==> src/rtl/reg_file_sb.sv <==
// reg_file_sb: parametrised LC3 register file
// with write bypass, busy scoreboard and NZP flags
module reg_file_sb #(
  parameter int DATA_W   = 16,
  parameter int NUM_REGS = 8,
  parameter int ADDR_W   = $clog2(NUM_REGS),
  parameter int BYPASS   = 1
) (
  input  logic              clk,
  input  logic              rst,
  input  logic              we,
  input  logic [ADDR_W-1:0] wr_addr,
  input  logic [DATA_W-1:0] wr_data,
  input  logic              wr_clr,
  input  logic              cc_we,
  input  logic              alloc_en,
  input  logic [ADDR_W-1:0] alloc_addr,
  input  logic [ADDR_W-1:0] rd_addr1,
  input  logic [ADDR_W-1:0] rd_addr2,
  output logic [DATA_W-1:0] rd_data1,
  output logic [DATA_W-1:0] rd_data2,
  output logic              busy1,
  output logic              busy2,
  output logic [2:0]        nzp,
  output logic              any_busy
);

  logic [DATA_W-1:0]   regs [NUM_REGS];
  logic [NUM_REGS-1:0] busy;
  logic                fwd1;
  logic                fwd2;
  logic                neg;
  logic                zero;

  assign fwd1 = (BYPASS != 0) && we
             && (rd_addr1 == wr_addr);
  assign fwd2 = (BYPASS != 0) && we
             && (rd_addr2 == wr_addr);
  assign neg  = wr_data[DATA_W-1];
  assign zero = (wr_data == '0);

  // register array: clear on reset, else writeback
  always_ff @(posedge clk) begin
    if (rst) begin
      for (int i = 0; i < NUM_REGS; i++)
        regs[i] <= '0;
    end else if (we) begin
      regs[wr_addr] <= wr_data;
    end
  end

  // scoreboard: clear on writeback, alloc wins
  always_ff @(posedge clk) begin
    if (rst) begin
      busy <= '0;
    end else begin
      if (we && wr_clr)
        busy[wr_addr] <= 1'b0;
      if (alloc_en)
        busy[alloc_addr] <= 1'b1;
    end
  end

  // condition codes from the written value
  always_ff @(posedge clk) begin
    if (rst) begin
      nzp <= 3'b010;
    end else if (we && cc_we) begin
      nzp <= {neg, zero, !neg && !zero};
    end
  end

  // read port 1 with optional forwarding
  always_comb begin
    rd_data1 = regs[rd_addr1];
    busy1    = busy[rd_addr1];
    if (fwd1) begin
      rd_data1 = wr_data;
      busy1    = busy[rd_addr1] && !wr_clr;
    end
  end

  // read port 2 with optional forwarding
  always_comb begin
    rd_data2 = regs[rd_addr2];
    busy2    = busy[rd_addr2];
    if (fwd2) begin
      rd_data2 = wr_data;
      busy2    = busy[rd_addr2] && !wr_clr;
    end
  end

  assign any_busy = |busy;

endmodule

==> config.mk <==
export PLATFORM = sky130hd
export DESIGN_NAME = reg_file_sb
export DESIGN_NICKNAME = d
export VERILOG_FILES = /design/src/rtl/reg_file_sb.sv
export SDC_FILE = /design/constraint.sdc
export NUM_CORES = 1
export LEC_CHECK = 0
export BUFFER_PORTS_ARGS = -buffer_cell sky130_fd_sc_hd__buf_2
export CORE_ASPECT_RATIO = 1.2
export CORE_UTILIZATION = 35
export CTS_CLUSTER_SIZE = 30
export DETAILED_ROUTE_END_ITERATION = 7
export PLACE_DENSITY = 0.61
export SYNTH_ARGS = -nofsm -noshare
export SYNTH_HDL_FRONTEND = slang
export SYNTH_SLANG_ARGS = --single-unit
==> constraint.sdc <==
create_clock -name clk -period 1.5 [get_ports clk]
set_clock_uncertainty 0.1 [all_clocks]
set_input_delay 0.15 -clock clk [delete_from_list [all_inputs] [get_ports clk]]
set_output_delay 0.15 -clock clk [all_outputs]
set_load 0.01 [all_outputs]
* Word level (Yosys, flattened, before mapping) *
Memory sizes are Yosys's and may differ from the RTL's.
Index checks and enable logic that the tools add are counted.

cells by class
  order comparisons = 6
  equal/unequal tests = 2
  mux-type cells = 23
  bitwise logic cells = 3
  reduce and logical (&&, ||, !) cells = 15

operators by type and width
  cell                                                         count
  two-way mux 16 bit                                           3
  two-way mux 8 bit                                            3
  logical NOT 16 bit                                           1
  less-than comparator 3 x 4 -> 1 bit (second input constant)  4
  OR reduction 16 bit                                          1
  two-way mux 1 bit                                            12
  logical AND 1 bit                                            9
  AND 8 bit                                                    1
  NOT 8 bit                                                    1
  bitwise OR 8 bit                                             1
  OR reduction 8 bit                                           1
  binary-select mux 1 bit (select 3 bit)                       2
  demux 1 bit (select 3 bit)                                   2
  equality test 3 bit                                          2
  >= comparator 3 x 1 -> 1 bit (second input constant)         2
  logical NOT 1 bit                                            3
  two-way mux 3 bit                                            1

storage, ports and cells
  register bits = 11
  bits in writable memories = 128
  output and inout bits = 38
  word-level logic and storage cells = 52
  memories = 1

memories
  name  depth  width  rd ports  clocked after Yosys merged registers in  wr ports  RTL line  RTL
  regs  8      16     2         0                                        8         28        logic [DATA_W-1:0] regs [NUM_REGS];

* Depth between registers and ports, before layout *
  depth after elaboration = 10
  mapped depth = 6

* Worst setup path after synthesis *
OpenSTA, ideal clock, no wires.

  path type = input port to flip-flop
  start = input port we
  end = memory regs[0][0], enable pin
  arrival time = 1.241 ns
  required time = 1.066 ns
  setup slack = -0.175 ns
  stages = 4
  buffers on the path = 1
  path through = buf_4 > or3b_4 > nor3_4 > or2_2

RTL lines
  what         RTL line  RTL
  from (decl)  11        input logic we,
  to (decl)    28

==> impl_metrics.toml <==
[flow_run]
drv_cap = 0

[logic_synthesis]
synth_nets = 602
syn_area_per_cell_um2 = 13.72
synthCells = 568
muxShareOfSynthArea_pct = 24.02
synth_top_family_by_area = "multiplexers"
synth_compound_area_share_pct = 3.548
synth_seq_cells = 139
yosys_warnings = 0
synth_area_um2 = 7792
synthSimpleGateAreaFrac_pct = 15.83
synthXorXnorAreaFrac_pct = 0.6744
yosysUniqueCellTypes = 30
ys_seq_area_share_pct = 52.15
synth_fa_ha_area_share_pct = 0

[clocking]
clk_latency_ps = 420
clk_pin_slew_ps = 60
cts_max_level = 4
cts_tree = "done"
cts.sinks = 139
clk_path_buf_depth = 2
cts_buffers = 17
cts_setup_buffers = 0
cts_root_buf = "clkbuf_16"

[floorplan]
die_w_um = 138.2
placementRows = 59
core_area_um2 = 21780
pin_count = 72
dieArea_um2 = 22870
start_util_pct = 35.78
die_height_um = 165.5

[pwr]
internal_power_mw = 7.568
switching_share_pct = 25.67
power.density_nw_per_um2 = 1050
power.leakage_nw = 3.622
switchingPower_mw = 2.614
pwr-share-seq_pct = 45.1
clock_power_share_pct = 38.7
total_power_mw = 10.18
irDropWorstVdd_mv = 0.6642
p_comb_share_pct = 16.3

[final_layout]
syn_to_final_growth_pct = 24.45
multiInputGateArea_um2 = 3500
stdcell_count = 970
layout.nets = 717
regArea_um2 = 4071
diodes = 0
drive_above_1_share_pct = 39.80
fillers = 1914
utilization_pct = 44.53
layout_common_cells = "128 x and2_1, 128 x edfxtp_1, 70 x buf_2"

[sta]
fmax_mhz = 493.5
fin_crit_ps = 2026
setup_viol = 35
tns_ps = -15380
hold_ws_ps = 46.72
rsz0062_at_grt = "true"
drv_slew = 0
maxSlewHeadroom_pct = 69.10
setup_slack_ps = -526.5
hold_viol = 0
worst_pin_slew_ps = 459.3
fin_crit_sh_pct = 135.1

[route]
ant_nets = 0
num_vias = 5334
via_per_inst = 5.499
first_pass_iters = 5
drt_first_iter_violations = 418
post_drt_wl_per_cell_um = 22.80
wl_um = 22120
post-route-drc-count = 0

[worst_setup_path]
cpMaxStageDelayCell = "mux4_2"
arrival_ps = 1780
crit_chain = "mux4_2 > mux2i_1 > a21oi_1 > buf_2"
crit_required_ps = 1250
worst_path_largest_cell_delay_ps = 500
critPathLaunchType = "flop"
reg2reg_depth = 2
end_kind = "output port"
crit_type = "flop to output port"
crit_fanout = 2

[place]
place_congestion = 0.8678
dp.cells = 931
portBuffers = 71
hpwl_um = 14870

[global_route]
grt_pass1_wl_um = 32640
antenna_found_initial = 0
grt_pass1_vias = 5620
overflow = 0
grt_use_total_pct = 19.77
grt_max_degree = 23

[run_status]
violations = "negative setup slack"
status = "complete, but fails checks"

[worst_hold_path]
hp-class = "input port to flop"
whs_path_depth = 3
==> cell type report <==
| class | count | share of cell area (%) |
|---|---|---|
| Timing Repair Buffer | 151 | 12.64 |
| Tap cell | 274 | 3.535 |
| Multi-Input combinational cell | 372 | 36.09 |
| Inverter | 2 | 0.07741 |
| Clock inverter | 14 | 1.251 |
| Sequential cell | 139 | 41.98 |
| Clock buffer | 18 | 4.425 |
==> worst paths after layout <==
kind / from / endpoint / slack (ps)
max: regs[4][3] / rd_data1[3] / -530
min: wr_addr[1] / busy[1] / 50
max reg2reg: busy[5] / busy[5] / 680
min reg2reg: nzp[2] / nzp[2] / 370
==> Yosys cell counts <==
cell type	count	share of area, %
a211o_1	1	0.11
a21oi_1	43	2.8
a22oi_1	1	0.096
and2_1	128	10
buf_2	15	0.96
buf_4	7	0.67
buf_6	4	0.58
clkbuf_1	25	1.2
clkbuf_2	4	0.26
dfxtp_1	11	2.8
edfxtp_1	128	49
inv_1	2	0.096
mux2i_1	34	4.4
mux4_2	68	20
nand2_1	7	0.34
nand2b_1	2	0.16
nand3_1	6	0.39
nand3b_1	2	0.19
nand4_1	4	0.32
nor2_1	39	1.9
nor2_4	3	0.43
nor2b_1	3	0.24
nor3_2	1	0.13
nor3_4	1	0.21
nor4_1	6	0.48
o21ai_0	6	0.39
o31ai_1	2	0.19
or2_2	8	0.64
or3b_4	1	0.14
xnor2_1	6	0.67
==> through the flow <==
stage	setup slack [ps]	cell area [um^2]
global route	-568.2	9698
CTS	-519.2	9659
floorplan	-62.69	7814
detailed placement	-327.3	9005
finish	-526.5	9698
global placement	-313.6	9005
==> state kept, by name (all words and copies together) (netlist names) <==
name and cells:
busy 8, nzp 3, regs 128
==> critical path, delay by kind of cell, from the launching register on <==
kind | cells | cell delay, ps
mux | 2 | 710
compound gates | 1 | 100
buf+inv | 1 | 140
flops | 1 | 400
==> power by group through the flow <==
| stage | Clock (mW) | Combinational, mW | Sequential [mW] |
|---|---|---|---|
| after global routing | 4.13 | 1.75 | 4.62 |
| final | 3.94 | 1.65 | 4.59 |
| after global placement | 0 | 1.60 | 4.64 |
| after floorplan | 0 | 0.954 | 4.62 |
| after CTS | 3.98 | 1.64 | 4.59 |
| after detailed placement | 0 | 1.62 | 4.67 |
==> logic make-up (layout without fill, tap and decap cells) <==
kind of cell / Yosys count / count (layout)
xor gates and xnor gates: 6 / 6
buffers and inverters: 57 / 185
AOI/OAI and AO/OA: 53 / 53
DFF: 139 / 139
and+or+nand+nor: 211 / 211
muxes: 102 / 102
==> metal layers <==
layer | GRT usage (%) | part of all wire, % | vias up
met5 | 0 | 0 | -
met4 | 7.559 | 2.1 | 0
met3 | 2.999 | 5.5 | 34
met2 | 37.55 | 54 | 224
met1 | 22.52 | 38 | 2719
li1 | - | - | 2357
==> what timing repair did <==
item,CTS,global route
hold buffers,7,0
pin swaps,22,16
setup endpoints to repair,35,36
gates resized for setup,11,12
hold endpoints to repair,9,0
No activity file was read; power rests on OpenSTA's default activity.
